File: src/rtl/escalonador_display_if.sv
// Image-source request/response and display byte-stream signals of the frame scheduler.
// The master modport is the scheduler side; the slave modport is the image source plus display controller side.
interface escalonador_display_if;
  logic [9:0] img_addr;
  logic [4:0] img_estado;
  logic [7:0] img_data;
  logic [7:0] disp_data;
  logic       disp_valid;
  logic       disp_last;
  logic       disp_ready;
  logic       busy;

  modport master (
    output img_addr, img_estado, disp_data, disp_valid, disp_last, busy,
    input  img_data, disp_ready
  );

  modport slave (
    input  img_addr, img_estado, disp_data, disp_valid, disp_last, busy,
    output img_data, disp_ready
  );
endinterface

File: src/rtl/escalonador_display.sv
// Frame scheduler: pushes 1024-byte frames to the display after reset, on estado change and on refresh,
// splicing the attribute bar graph into page 7.
module escalonador_display #(
  parameter int unsigned REFRESH_CICLOS = 2_700_000,
  parameter logic [7:0]  BAR_CHEIA      = 8'hFF,
  parameter logic [7:0]  BAR_VAZIA      = 8'h81
) (
  input  logic                 clk,
  input  logic                 rst_n,
  input  logic [4:0]           estado,
  input  logic [7:0]           fome,
  input  logic [7:0]           felicidade,
  input  logic [7:0]           sono,
  escalonador_display_if.master bus
);

  localparam int TW = $clog2(REFRESH_CICLOS);
  localparam logic [TW-1:0] TIMER_MAX = TW'(REFRESH_CICLOS - 1);

  localparam logic [1:0] S_IDLE = 2'd0;
  localparam logic [1:0] S_ADDR = 2'd1;
  localparam logic [1:0] S_DATA = 2'd2;
  localparam logic [1:0] S_SEND = 2'd3;

  logic [1:0]    r_state;
  logic [TW-1:0] r_timer;
  logic          r_pend;
  logic [4:0]    r_estadoPrev;
  logic [9:0]    r_idx;
  logic [4:0]    r_fome;
  logic [4:0]    r_felicidade;
  logic [4:0]    r_sono;
  logic [9:0]    r_imgAddr;
  logic [4:0]    r_imgEstado;
  logic [7:0]    r_dispData;
  logic          r_dispValid;
  logic          r_dispLast;
  logic          r_busy;

  logic          w_wrap;
  logic          w_event;
  logic          w_start;
  logic [6:0]    w_col;
  logic [4:0]    w_level;
  logic [4:0]    w_off;
  logic          w_inBar;
  logic [7:0]    w_barByte;
  logic          w_unusedBits;

  // Bar length only depends on the five upper bits of each attribute.
  assign w_unusedBits = ^{fome[2:0], felicidade[2:0], sono[2:0]};

  assign w_wrap  = (r_timer == TIMER_MAX);
  assign w_event = (estado != r_estadoPrev) || w_wrap;
  assign w_start = (r_state == S_IDLE) && r_pend;

  always_comb begin
    w_col     = r_idx[6:0];
    w_level   = 5'd0;
    w_off     = 5'd0;
    w_inBar   = 1'b0;
    w_barByte = 8'h00;
    if (w_col < 7'd32) begin
      w_level = r_fome;
      w_off   = w_col[4:0];
      w_inBar = 1'b1;
    end else if (w_col >= 7'd48 && w_col < 7'd80) begin
      w_level = r_felicidade;
      w_off   = 5'(w_col - 7'd48);
      w_inBar = 1'b1;
    end else if (w_col >= 7'd96) begin
      w_level = r_sono;
      w_off   = 5'(w_col - 7'd96);
      w_inBar = 1'b1;
    end
    if (w_inBar) begin
      w_barByte = (w_off < w_level) ? BAR_CHEIA : BAR_VAZIA;
    end
  end

  // Previous estado keeps tracking during reset so release never looks like a state change.
  always_ff @(posedge clk) begin
    r_estadoPrev <= estado;
    if (!rst_n) begin
      r_state      <= S_IDLE;
      r_timer      <= '0;
      r_pend       <= 1'b1;
      r_idx        <= 10'd0;
      r_fome       <= 5'd0;
      r_felicidade <= 5'd0;
      r_sono       <= 5'd0;
      r_imgAddr    <= 10'd0;
      r_imgEstado  <= 5'd0;
      r_dispData   <= 8'h00;
      r_dispValid  <= 1'b0;
      r_dispLast   <= 1'b0;
      r_busy       <= 1'b0;
    end else begin
      r_timer <= w_wrap ? '0 : r_timer + 1'b1;
      // A new event in the frame-start cycle must survive the clear.
      if (w_event) begin
        r_pend <= 1'b1;
      end else if (w_start) begin
        r_pend <= 1'b0;
      end
      case (r_state)
        S_IDLE: begin
          if (r_pend) begin
            r_imgEstado  <= estado;
            r_fome       <= fome[7:3];
            r_felicidade <= felicidade[7:3];
            r_sono       <= sono[7:3];
            r_idx        <= 10'd0;
            r_busy       <= 1'b1;
            r_state      <= S_ADDR;
          end
        end
        S_ADDR: begin
          r_imgAddr <= r_idx;
          r_state   <= S_DATA;
        end
        S_DATA: begin
          r_dispData  <= (r_idx[9:7] != 3'd7) ? bus.img_data : w_barByte;
          r_dispValid <= 1'b1;
          r_dispLast  <= &r_idx;
          r_state     <= S_SEND;
        end
        S_SEND: begin
          if (bus.disp_ready) begin
            r_dispValid <= 1'b0;
            r_dispLast  <= 1'b0;
            if (&r_idx) begin
              r_busy  <= 1'b0;
              r_state <= S_IDLE;
            end else begin
              r_idx   <= r_idx + 10'd1;
              r_state <= S_ADDR;
            end
          end
        end
        default: r_state <= S_IDLE;
      endcase
    end
  end

  assign bus.img_addr   = r_imgAddr;
  assign bus.img_estado = r_imgEstado;
  assign bus.disp_data  = r_dispData;
  assign bus.disp_valid = r_dispValid;
  assign bus.disp_last  = r_dispLast;
  assign bus.busy       = r_busy;

endmodule

File: src/flat_wrapper.sv
// flat-port wrapper written by rule: the top's interface ports become plain ports
module escalonador_display_flat 
#(
  parameter int unsigned REFRESH_CICLOS = 2_700_000,
  parameter logic [7:0]  BAR_CHEIA      = 8'hFF,
  parameter logic [7:0]  BAR_VAZIA      = 8'h81
)
  (clk, rst_n, estado, fome, felicidade, sono, bus_img_addr, bus_img_estado, bus_disp_data, bus_disp_valid, bus_disp_last, bus_busy, bus_img_data, bus_disp_ready);
  escalonador_display_if bus_i ();
  input  logic clk;
  input  logic rst_n;
  input  logic [4:0] estado;
  input  logic [7:0] fome;
  input  logic [7:0] felicidade;
  input  logic [7:0] sono;
  output wire logic [$bits(bus_i.img_addr)-1:0] bus_img_addr;
  output wire logic [$bits(bus_i.img_estado)-1:0] bus_img_estado;
  output wire logic [$bits(bus_i.disp_data)-1:0] bus_disp_data;
  output wire logic [$bits(bus_i.disp_valid)-1:0] bus_disp_valid;
  output wire logic [$bits(bus_i.disp_last)-1:0] bus_disp_last;
  output wire logic [$bits(bus_i.busy)-1:0] bus_busy;
  input wire logic [$bits(bus_i.img_data)-1:0] bus_img_data;
  input wire logic [$bits(bus_i.disp_ready)-1:0] bus_disp_ready;
  assign bus_img_addr = bus_i.img_addr;
  assign bus_img_estado = bus_i.img_estado;
  assign bus_disp_data = bus_i.disp_data;
  assign bus_disp_valid = bus_i.disp_valid;
  assign bus_disp_last = bus_i.disp_last;
  assign bus_busy = bus_i.busy;
  assign bus_i.img_data = bus_img_data;
  assign bus_i.disp_ready = bus_disp_ready;
  escalonador_display #(.REFRESH_CICLOS(REFRESH_CICLOS), .BAR_CHEIA(BAR_CHEIA), .BAR_VAZIA(BAR_VAZIA)) u_core (.clk(clk), .rst_n(rst_n), .estado(estado), .fome(fome), .felicidade(felicidade), .sono(sono), .bus(bus_i));
endmodule
File: config.mk
export PLATFORM = sky130hd
export DESIGN_NAME = escalonador_display_flat
export DESIGN_NICKNAME = d
export VERILOG_FILES = /design/src/rtl/escalonador_display_if.sv /design/src/rtl/escalonador_display.sv /design/src/flat_wrapper.sv
export SDC_FILE = /design/constraint.sdc
export NUM_CORES = 1
export LEC_CHECK = 0
export ABC_AREA = 1
export ABC_CLOCK_PERIOD_IN_PS = 2600
export BUFFER_PORTS_ARGS = -buffer_cell sky130_fd_sc_hd__buf_2
export CAP_MARGIN = 10
export CORE_MARGIN = 2
export CORE_UTILIZATION = 60
export CTS_CLUSTER_SIZE = 28
export DETAILED_ROUTE_END_ITERATION = 7
export GPL_TIMING_DRIVEN = 0
export PLACE_DENSITY = 0.88
export RECOVER_POWER = 100
export SLEW_MARGIN = 20
export SYNTH_ARGS = -nofsm -noshare
export SYNTH_HDL_FRONTEND = slang
export SYNTH_SLANG_ARGS = --single-unit
File: constraint.sdc
create_clock -name clk -period 2.6 [get_ports clk]
set_input_delay 0.52 -clock clk [delete_from_list [all_inputs] [get_ports clk]]
set_output_delay 0.52 -clock clk [all_outputs]
set_load 0.1 [all_outputs]
* After elaboration in Yosys (flattened, before gate mapping)
Cells that the tools add are included.
Storage, ports and cells: flip-flop bits (word level) 81, bits in latches 0, bits in writable memories 0, ROM bits 0, input port bits 40, output and inout port bits 26, logic and storage cells 75, memories 0
Operators by class: add/sub/neg operators 4, $mul 0, div/mod/pow operators 0, $lt $le $gt $ge 5, equality and inequality tests 10, shift operators 0, multiplexer cells 27, bitwise logic cells 1, reduce and logical (&&, ||, !) cells 14
Operators with widths (count):
- 2-to-1 mux 10 bit | 3
- 2-to-1 mux 5 bit | 6
- adder 22 x 1 -> 22 bit, second input constant | 1
- equality test 22 bit, second input constant | 1
- one-hot mux 10 bit (2 select lines) | 1
- 2-to-1 mux 8 bit | 2
- adder 10 x 1 -> 10 bit, second input constant | 1
- AND reduction 10 bit | 1
- 2-to-1 mux 1 bit | 8
- one-hot mux 2 bit (4 select lines) | 1
- AND reduction 4 bit | 2
- greater-or-equal comparator 7 x 6 -> 1 bit, second input constant | 1
- greater-or-equal comparator 7 bit, second input constant | 1
- < comparator 7 x 6 -> 1 bit, second input constant | 1
- < comparator 7 bit, second input constant | 1
- 2-to-1 mux 7 bit | 1
- one-hot mux 1 bit (2 select lines) | 3
- AND reduction 2 bit | 3
- < comparator 5 bit | 1
- != test 5 bit | 1
- subtractor 5 x 1 -> 5 bit, second input constant | 1
- subtractor 5 bit, second input constant | 1
- equality test 2 bit, second input constant | 2
- 2-to-1 mux 2 bit | 2
- other kinds (10) | 15

* Depth between registers and ports, before layout
Gate-level depths: netlist (run 1).
depth in word-level cells 8, gate-level depth with buffers 14, gate-level depth less buffers 13

* Worst setup path after synthesis (run 1)
Ideal clock, no wire load.
path type reg-to-reg, start register u_core.r_idx[5], end register u_core.r_dispData[1] (netlist: u_core.bus.disp_data[1]), library setup time 71 ps, arrival time 1699 ps, slack 831 ps, stages on the path, launching flop included 14, buffers on the path 0, cell sequence dfxtp_1 nand2_2 nand2_1 nand2_1 inv_1 nand2_1 nand3_1 o21ai_0 ha_1 a21oi_1 o21ai_0 nor2_2 nand2_2 a21oi_1
Between the ends: word-level cells in the longest chain between the ends 8, elaborated cells between the ends (all ways) 18, classes of those cells order compare: 5; mux: 12; reduce/logical: 1
RTL lines:
- start: declaration | RTL line escalonador_display.sv:29 | logic [9:0] r_idx;
- start signal: assignment | RTL line escalonador_display.sv:136 | r_idx <= r_idx + 10'd1;
- greater-or-equal comparator 7 bit, or another cell as far along | RTL line escalonador_display.sv:71 | end else if (w_col >= 7'd96) begin
- 2-to-1 mux 5 bit / logical AND 1 bit (equally long branches) | RTL line escalonador_display.sv:71, escalonador_display.sv:67
- 2-to-1 mux 5 bit | RTL line escalonador_display.sv:67 | end else if (w_col >= 7'd48 && w_col < 7'd80) begin
- 2-to-1 mux 5 bit | RTL line escalonador_display.sv:63 | if (w_col < 7'd32) begin
- < comparator 5 bit | RTL line escalonador_display.sv:77 | w_barByte = (w_off < w_level) ? BAR_CHEIA : BAR_VAZIA;
- 2-to-1 mux 7 bit | RTL line escalonador_display.sv:77
- 2-to-1 mux 8 bit (*) | RTL line escalonador_display.sv:76 | if (w_inBar) begin
- 2-to-1 mux 8 bit (*) | RTL line escalonador_display.sv:123 | r_dispData <= (r_idx[9:7] != 3'd7) ? bus.img_data : w_barByte;
- end signal: assignment | RTL line escalonador_display.sv:123
- end: declaration | RTL line escalonador_display.sv:35 | logic [7:0] r_dispData;
Mark *: on every way between the ends. The rest lies on a longest branch, timed or not. A chain may end at the register's enable or synchronous reset.

* Worst setup path after layout (run 1)
start register u_core.r_idx[6], end register u_core.r_dispData[6] (netlist: u_core.bus.disp_data[6])
Same word-level chain as after synthesis.

==> results of run 1 <==
critical path: stages, from the launching register on:
cell and delay (ns):
dfxtp_1 0.31, buf_4 0.15, inv_1 0.09, nand2_1 0.11, nand2_1 0.08, inv_1 0.13, nand2_1 0.07, nand3_1 0.07
o21ai_0 0.09, ha_1 0.31, a21oi_1 0.06, o21ai_0 0.25, nor2_2 0.07, nand2_1 0.21, a21oi_1 0.10
metal layers:
metal / GRT usage (%) / vias up
li1: - / 1840
met3: 4.076 / 25
met4: 12.37 / 0
met5: 0 / -
met2: 44.57 / 126
met1: 31.82 / 1642
worst paths after layout:
path	startpoint	to	slack [ns]	depth (start not counted)
worst max-delay path	u_core.r_idx[6]	u_core.bus.disp_data[6]	0.36	14
worst min-delay path	estado[1]	u_core.r_estadoPrev[1]	0.32	1
worst max register to register	u_core.r_idx[6]	u_core.bus.disp_data[6]	0.36	14
worst min register to register	u_core.r_timer[21]	u_core.r_timer[21]	0.48	2
area by class of cell:
type,instances,area share [%]
repair buffers,56,5.637
plain buffers,15,1.489
flip-flops and latches,81,37.85
clock inverters,4,2.307
inverters,51,4.468
multi-input cells,373,42.44
well taps,75,2.190
clock buffers,12,3.621
metrics by stage:
stage               std cells  utilization [%]  setup WS [ns]  area, um2  power (mW)
floorplan                 520                -         0.8306       3729       3.307
global placement          651            68.89         0.5911       4103       3.625
detailed placement        651            68.89         0.4787       4103       3.688
CTS                       667            73.15         0.4623       4357       4.827
global route              667            71.93         0.1967       4284       4.979
finish                    667            71.93         0.3629       4284       4.743
flip-flops by register name, indices dropped and copies added, names as in the netlist:
name,count
u_core.bus.disp_data,8
u_core.r_state,2
u_core.r_sono,5
u_core.bus.disp_last,1
u_core.bus.img_estado,5
u_core.r_idx,10
u_core.r_estadoPrev,5
u_core.r_fome,5
u_core.r_timer,22
u_core.bus.img_addr,10
u_core.bus.disp_valid,1
u_core.bus.busy,1
u_core.r_felicidade,5
u_core.r_pend,1
power by group through the flow:
stage	clock, mW	sequential (mW)	combinational (mW)
6_report	1.14	1.64	1.96
5_1_grt	1.21	1.67	2.10
4_1_cts	1.16	1.63	2.04
3_5_place_dp	0	1.66	2.03
3_3_place_gp	0	1.64	1.98
2_1_floorplan	0	2.62	0.685
cell usage in the layout, fill, tap and decap left out, drive strengths merged, types with 10 or more instances in the layout:
cell type,count
o21ai,52
inv,50
clkbuf,55
ha,10
nand2,96
nor2,95
nand3,26
buf,28
dfxtp,81
nand4,17
a21oi,54
kinds of logic (layout without fill, tap and decap cells):
kind of cell	count (synthesis)	after routing	synth area share [%]
adder cells (fa/ha/maj)	10	10	3.356
XOR/XNOR	9	9	2.114
AND/OR/NAND/NOR	247	247	29.36
AO/OA/AOI/OAI	107	107	14.56
buffers and inverters	66	138	7.114
flip-flops	81	81	43.49
==> flow_summary.yaml, run 1 <==
power:
  p_sw_share_pct: 46.85
  power_switching_mw: 2.222
  seq_power_share_pct: 34.5
  clockPowerShare_pct: 24.1
  p_int_mw: 2.521
  power_density_nw_per_um2: 1107
  ir_worst_vdd_mv: 0.7213
  p_leak_nw: 1.737
  combPwrFrac_pct: 41.3
critical_path:
  critPathCaptureType: "flip-flop"
  worstSetupPathType: "reg -> reg"
  crit_required_ns: 2.84
  crit_fanout: 9
  start_kind: "flip-flop"
  arrival_ns: 2.47
die:
  io_pins: 66
  fp.dieH_um: 82.83
  dieArea_um2: 6861
  num_rows: 28
  coreArea_um2: 5956
  die_width_um: 82.83
  initial_core_util_pct: 62.61
yosys:
  synthTopCellsByArea: "dfxtp_1 (43%), nand2_1 (9.3%), nor2_1 (9.0%)"
  post-synth-top-area-cell: "dfxtp_1"
  synthDistinctLibCells: 32
  yosys_warnings: 0
  synth_area_per_cell_um2: 7.170
  synth_seq_area_share_pct: 43.49
  netlist.area_leader.share_pct: 43.49
  synth_cells: 520
  ys_top_cells_by_count: "nand2_1 (92), nor2_1 (89), dfxtp_1 (81), a21oi_1 (53), o21ai_0 (49)"
  syn_nets: 570
  synth_most_common_cell: "nand2_1"
  synth_edf_count: 0
  synthArstFlopShare_pct: 0
  syn_area_um2: 3729
  synth_seq_cells: 81
  ys.flop_type: "dfxtp_1"
clock_network:
  cts-root-buf: "clkbuf_8"
  path_clk_slew_ns: 0.08
  hold_buffers: 0
  cts-htree-levels: 3
  postCtsResizedCells: 0
  cts_buffers: 9
  cts_tree: "built"
  clkSinkCount: 81
  insertion_delay_ns: 0.36
  postCtsSetupRepairBufs: 0
  cts_buffer_depth: 2
layout:
  insertedDiodeCount: 0
  regArea_um2: 1622
  multiInputGateArea_um2: 1818
  fill_cells: 501
  final_nets: 637
  drive_above_1_share_pct: 9.797
  syn_to_final_growth_pct: 14.90
global_routing:
  overflow: 0
  antenna_found_initial: 0
  gr-usage-all-layers_pct: 25.98
  grt_pass1_wl_mm: 14.73
  grt_max_degree: 14
  grt_pass1_vias: 3399
place:
  hpwlAfterDp_mm: 6.521
  port_buffers: 56
  gp_congestion: 0.9909
detailed_routing:
  first_iter_violations: 253
  vias: 3633
  wl_met1_mm: 3.757
  via_per_inst: 5.447
  met3_length_um: 534
  wire_per_inst_um: 13.14
  top_layer: "met4"
  ant_nets: 0
  drt_first_pass_iters: 5
  routed-wl-met2_mm: 4.237
  route.detailed.drc: 0
  totalWireLength_mm: 8.766
hold_path:
  holdCritPathClass: "in -> reg"
timing:
  hold_viol: 0
  worstMarginPinSlew_ns: 1.170
  slew_violations: 0
  whs_ns: 0.3205
  fin_skew_ns: 0.01237
  min_period_over_period_pct: 86.04
  fin_crit_ns: 2.237
  rsz0062_at_grt: "no"
  setup_tns_ns: 0
  maxSlewHeadroom_pct: 22.34
  setup_viol: 0
  fmax_mhz: 447.0
run:
  maxCapViolCount: 0
status:
  outcome: "completed"
Power figures use the tool's default switching activity.
==> inputs of run 2 (changes only) <==
--- a/config.mk
+++ b/config.mk
@@ -11,11 +11,13 @@
 export CAP_MARGIN = 10
 export CORE_MARGIN = 2
 export CORE_UTILIZATION = 60
+export CTS_BUF_LIST = sky130_fd_sc_hd__clkbuf_8 sky130_fd_sc_hd__clkbuf_16
 export CTS_CLUSTER_SIZE = 28
 export DETAILED_ROUTE_END_ITERATION = 7
 export GPL_TIMING_DRIVEN = 0
 export PLACE_DENSITY = 0.88
 export RECOVER_POWER = 100
+export SETUP_SLACK_MARGIN = 0.5
 export SLEW_MARGIN = 20
 export SYNTH_ARGS = -nofsm -noshare
 export SYNTH_HDL_FRONTEND = slang
==> run 2 against run 1 <==
  * Sequential share of layout area down 0.11 points
  * Critical path type is now reg -> out
  * Wire length up 2.1%
  * Register-to-register slack better by 0.16 ns
==> flow_summary.yaml, run 2 (same netlist as run 1, synthesis figures left out) <==
status:
  outcome: "completed"
layout:
  fill_cells: 496
  layout_common_cells: "nand2_1 (94), nor2_1 (91), dfxtp_1 (78), a21oi_1 (52)"
  largest_register_ffs: 22
  regArea_um2: 1625
  multiInputGateArea_um2: 1826
  final_nets: 638
  top_register: "u_core.r_timer"
  drive_above_1_share_pct: 11.13
  syn_to_final_growth_pct: 15.50
  insertedDiodeCount: 0
  design_area_um2: 4307
  layoutNonFillerInstCount: 668
  final_common_cell: "nand2_1"
critical_path:
  slowest_delay_ns: 0.87
  rrSetupSlack_ns: 0.52
  arrival_ns: 1.59
  crit_cells: 1
  crit_slowest_cell: "clkbuf_1"
  start_kind: "flip-flop"
  critPathCaptureType: "output pin"
  startpoint: "u_core.bus.disp_data[0]"
  rr_worst_depth: 14
  crit_buf_inv: 1
  r2r-start: "u_core.r_idx[6]"
  crit_fanout: 2
  worstSetupPathType: "reg -> out"
  r2r_end: "u_core.bus.disp_data[6]"
  crit_required_ns: 2.08
  worstSetupEndpoint: "bus_disp_data[0]"
  worstPathCellList: "clkbuf_1"
  critPathTopFamily: "buffers and inverters"
clock_network:
  insertion_delay_ns: 0.36
  hold_buffers: 0
  cts_tree: "built"
  cts_buffers: 9
  cts_buffer_depth: 2
  cts-htree-levels: 3
  clkSinkCount: 81
  cts-root-buf: "clkbuf_8"
  path_clk_slew_ns: 0.08
timing:
  maxSlewHeadroom_pct: 22.31
  setup_tns_ns: 0
  fin_crit_ns: 2.111
  hold_viol: 0
  worstMarginPinSlew_ns: 1.170
  setup_viol: 0
  fmax_mhz: 473.8
  whs_ns: 0.3173
  min_period_over_period_pct: 81.18
  rsz0062_at_grt: "no"
  slew_violations: 0
  fin_skew_ns: 0.01093
global_routing:
  grt_max_degree: 14
  overflow: 0
  grt_pass1_vias: 3399
  antenna_found_initial: 0
  gr-usage-all-layers_pct: 25.98
  grt_pass1_wl_mm: 14.73
die:
  io_pins: 66
  dieArea_um2: 6861
  num_rows: 28
  initial_core_util_pct: 62.61
  coreArea_um2: 5956
  fp.dieH_um: 82.83
  die_width_um: 82.83
place:
  dp_cells: 651
  gp_congestion: 0.9909
  hpwlAfterDp_mm: 6.521
  place_area_um2: 4103
  port_buffers: 56
detailed_routing:
  route.detailed.drc: 0
  first_iter_violations: 199
  totalWireLength_mm: 8.952
  drt_first_pass_iters: 5
  via_per_inst: 5.467
  ant_nets: 0
  wire_per_inst_um: 13.40
  vias: 3652
power:
  power_density_nw_per_um2: 1107
  ir_worst_vdd_mv: 0.7224
  p_leak_nw: 1.745
hold_path:
  holdCritPathClass: "in -> reg"
run:
  maxCapViolCount: 0
## run 2: changes by cell type in the layout (fill, tap and decap cells not counted), sizes merged
cell	change
buf	+1
clkbuf	-1
inv	+1
## run 2: area by class of cell
| type | count | area share (%) |
|---|---|---|
| Multi-Input combinational cell | 373 | 42.39 |
| Sequential cell | 81 | 37.74 |
| Timing Repair Buffer | 57 | 5.782 |
| Inverter | 51 | 4.445 |
| Clock buffer | 11 | 3.515 |
| Clock inverter | 5 | 2.382 |
| Tap cell | 75 | 2.179 |
| Buffer | 15 | 1.569 |
## run 2: routing by layer
layer  wire length [um]  track usage (%)  up-vias
met1               3851            31.82     1657
met4                238            12.37        0
met3                532            4.076       27
met2               4330            44.57      130
met5                  0                0        -
li1                   -                -     1838
## run 2: where the power goes
part / total, mW / internal (mW) / switching (mW)
logic: 1.98 / 0.343 / 1.64
clock network: 1.14 / 0.689 / 0.456
registers: 1.64 / 1.49 / 0.144
## run 2: worst min-delay path by stage
stage	start	slack, ns	depth (start not counted)	to
3_5_place_dp	u_core.r_timer[21]	0.47	2	u_core.r_timer[21]
2_1_floorplan	u_core.r_timer[21]	0.45	2	u_core.r_timer[21]
3_3_place_gp	u_core.bus.img_estado[2]	0.46	2	u_core.bus.img_estado[2]
6_report	estado[1]	0.32	1	u_core.r_estadoPrev[1]
5_1_grt	estado[1]	0.32	1	u_core.r_estadoPrev[1]
4_1_cts	estado[1]	0.28	1	u_core.r_estadoPrev[1]
## run 2: repair_timing
action / 4_1_cts / 5_1_grt
gates resized for setup: 2 / 13
hold endpoints to repair: 0 / 0
buffers inserted: 0 / 1
endpoints found under the setup margin: 6 / 6
pin swaps: 1 / 4
## run 2: through the flow
step | utilization, % | power [mW] | setup slack, ns
finish | 72.31 | 4.768 | 0.4893
global route | 72.31 | 5.000 | 0.3356
CTS | 73.17 | 4.823 | 0.5044
detailed placement | 68.89 | 3.688 | 0.4787
global placement | 68.89 | 3.625 | 0.5911
floorplan | - | 3.307 | 0.8306
==> inputs of run 3 (changes only) <==
--- a/config.mk
+++ b/config.mk
@@ -6,16 +6,16 @@
 export NUM_CORES = 1
 export LEC_CHECK = 0
 export ABC_AREA = 1
-export ABC_CLOCK_PERIOD_IN_PS = 2600
+export ABC_CLOCK_PERIOD_IN_PS = 1900
 export BUFFER_PORTS_ARGS = -buffer_cell sky130_fd_sc_hd__buf_2
 export CAP_MARGIN = 10
 export CORE_MARGIN = 2
-export CORE_UTILIZATION = 60
+export CORE_UTILIZATION = 50
 export CTS_BUF_LIST = sky130_fd_sc_hd__clkbuf_8 sky130_fd_sc_hd__clkbuf_16
 export CTS_CLUSTER_SIZE = 28
 export DETAILED_ROUTE_END_ITERATION = 7
 export GPL_TIMING_DRIVEN = 0
-export PLACE_DENSITY = 0.88
+export PLACE_DENSITY = 0.78
 export RECOVER_POWER = 100
 export SETUP_SLACK_MARGIN = 0.5
 export SLEW_MARGIN = 20
==> constraint.sdc (replaced) <==
create_clock -name clk -period 1.9 [get_ports clk]
set_input_delay 0.38 -clock clk [delete_from_list [all_inputs] [get_ports clk]]
set_output_delay 0.38 -clock clk [all_outputs]
set_load 0.1 [all_outputs]
==> run 3 against run 2 <==
  * Clock-buffer cell count down 2
  * Sequential power is 39% higher
  * Largest cell class unchanged
  * Die area up 19%
  * Wire length is 31% higher
  * Hold slack worse by 0.15 ns
  * Final cell count rose by 8.7%
  * Cell area is 24% higher
  * Via count rose by 13%
  * The run now ends with setup timing left
  * Global-route usage decreased by 1.6 points
==> flow_summary.yaml, run 3 (same netlist as run 1, synthesis figures left out) <==
global_routing:
  grt_pass1_vias: 3637
  grt_max_degree: 15
  antenna_found_initial: 0
  overflow: 0
  grt_pass1_wl_mm: 16.17
  gr-usage-all-layers_pct: 24.35
critical_path:
  r2r-start: "u_core.r_idx[6]"
  crit_required_ns: 2.21
  arrival_ns: 2.30
  worstSetupPathType: "reg -> reg"
  startpoint: "u_core.r_idx[6]"
  start_kind: "flip-flop"
  critPathCaptureType: "flip-flop"
  crit_fanout: 6
power:
  p_int_mw: 3.868
  power.total_mw: 7.389
  seq_power_share_pct: 30.8
  p_sw_share_pct: 47.65
  combPwrFrac_pct: 50.3
  power_density_nw_per_um2: 1389
  power_switching_mw: 3.521
  ir_worst_vdd_mv: 1.180
  p_leak_nw: 2.181
  clockPowerShare_pct: 18.8
place:
  port_buffers: 56
  hpwlAfterDp_mm: 6.590
  place_area_um2: 4182
  dpl_worst_slack_ns: -0.01343
  gp_congestion: 0.9601
die:
  dieArea_um2: 8164
  num_rows: 31
  coreArea_um2: 7253
  initial_core_util_pct: 51.41
  io_pins: 66
  die_width_um: 90.36
  fp.dieH_um: 90.36
detailed_routing:
  route.detailed.drc: 0
  first_iter_violations: 315
  wire_per_inst_um: 16.13
  drt_first_pass_iters: 7
  vias: 4116
  via_per_inst: 5.669
  ant_nets: 0
  totalWireLength_mm: 11.71
layout:
  layout_common_cells: "nor2_1 (72), nand2_1 (72), dfxtp_1 (65), inv_1 (38), a21oi_1 (36)"
  syn_to_final_growth_pct: 42.65
  design_area_um2: 5319
  largest_register_ffs: 22
  final_nets: 672
  top_register: "u_core.r_timer"
  drive_above_1_share_pct: 37.80
  insertedDiodeCount: 0
clock_network:
  clkSinkCount: 81
  insertion_delay_ns: 0.37
  cts_tree: "built"
  hold_buffers: 0
  path_clk_slew_ns: 0.09
  cts_buffer_depth: 2
  cts-htree-levels: 3
  cts-root-buf: "clkbuf_8"
  cts_buffers: 9
run:
  maxCapViolCount: 0
timing:
  setup_tns_ns: -0.4412
  worstMarginPinSlew_ns: 0.5925
  slew_violations: 0
  maxSlewHeadroom_pct: 60.50
  fin_skew_ns: 0.01165
  setup_viol: 6
  hold_viol: 0
  min_period_over_period_pct: 104.9
  fin_crit_ns: 1.992
  rsz0062_at_grt: "yes"
  postLayoutSetupSlackWorst_ns: -0.09237
  fmax_mhz: 501.9
status:
  outcome: "finished, violations left"
  failed_checks: "setup timing"
hold_path:
  min-delay-start: "estado[0]"
  holdCritPathClass: "in -> reg"
==> run 3: cell count changes in the layout (fill, tap and decap cells not counted), sizes merged <==
cell,change
inv,+1
buf,+57
clkbuf,-25
clkinvlp,+2
bufinv,-1
==> run 3: worst paths after layout <==
| kind | cells after the start | endpoint | slack [ns] |
|---|---|---|---|
| worst max register to register | 11 | u_core.bus.disp_data[5] | -0.09 |
| worst min-delay path | 1 | u_core.r_estadoPrev[0] | 0.17 |
| worst max-delay path | 11 | u_core.bus.disp_data[5] | -0.09 |
| worst min register to register | 2 | u_core.r_timer[20] | 0.50 |
==> run 3: per-stage QoR <==
stage	hold slack [ns]	cells	utilization (%)
CTS	0.1411	711	66.66
detailed placement	0.4567	675	57.65
finish	0.1695	726	73.33
global placement	0.4520	675	57.65
floorplan	0.4077	520	-
global route	0.1693	726	73.33
==> run 3: layer usage <==
metal,GRT usage [%],up-vias,routed length (um)
met2,41.67,237,5760
met3,4.508,69,932
met1,30.06,1907,4479
met5,0,-,0
li1,-,1903,-
met4,10.38,0,536
==> run 3: layout make-up <==
type | count | area, um2
Clock inverter | 7 | 93.84
Clock buffer | 9 | 123.9
Inverter | 51 | 212.7
Buffer | 15 | 122.6
Tap cell | 99 | 123.9
Sequential cell | 81 | 1657
Multi-Input combinational cell | 373 | 2288
Fill cell | 503 | 1934
Timing Repair Buffer | 91 | 696.9
==> run 3: power by group through the flow <==
stage          clock network, mW  registers, mW  logic (mW)
2_1_floorplan                  0           3.59       0.941
3_3_place_gp                   0           2.25        2.75
3_5_place_dp                   0           2.26        2.81
4_1_cts                     1.40           2.25        3.28
5_1_grt                     1.47           2.31        3.92
6_report                    1.39           2.28        3.72
==> run 3: worst max-delay path, cell delays in order (launching register included) <==
cell and delay (ns):
dfxtp_2 0.33, buf_8 0.14, buf_4 0.13, buf_6 0.13
nand3_1 0.12, o21ai_0 0.14, ha_1 0.35, a21oi_2 0.15
o21ai_2 0.07, nor2_2 0.15, nand2_4 0.11, a21oi_2 0.13
==> run 3: what timing repair did <==
action                     CTS  global route
gates cloned                 2             1
resized for setup           98           130
pin swaps                    8            39
setup endpoints to repair   88            88
setup buffers               18            14
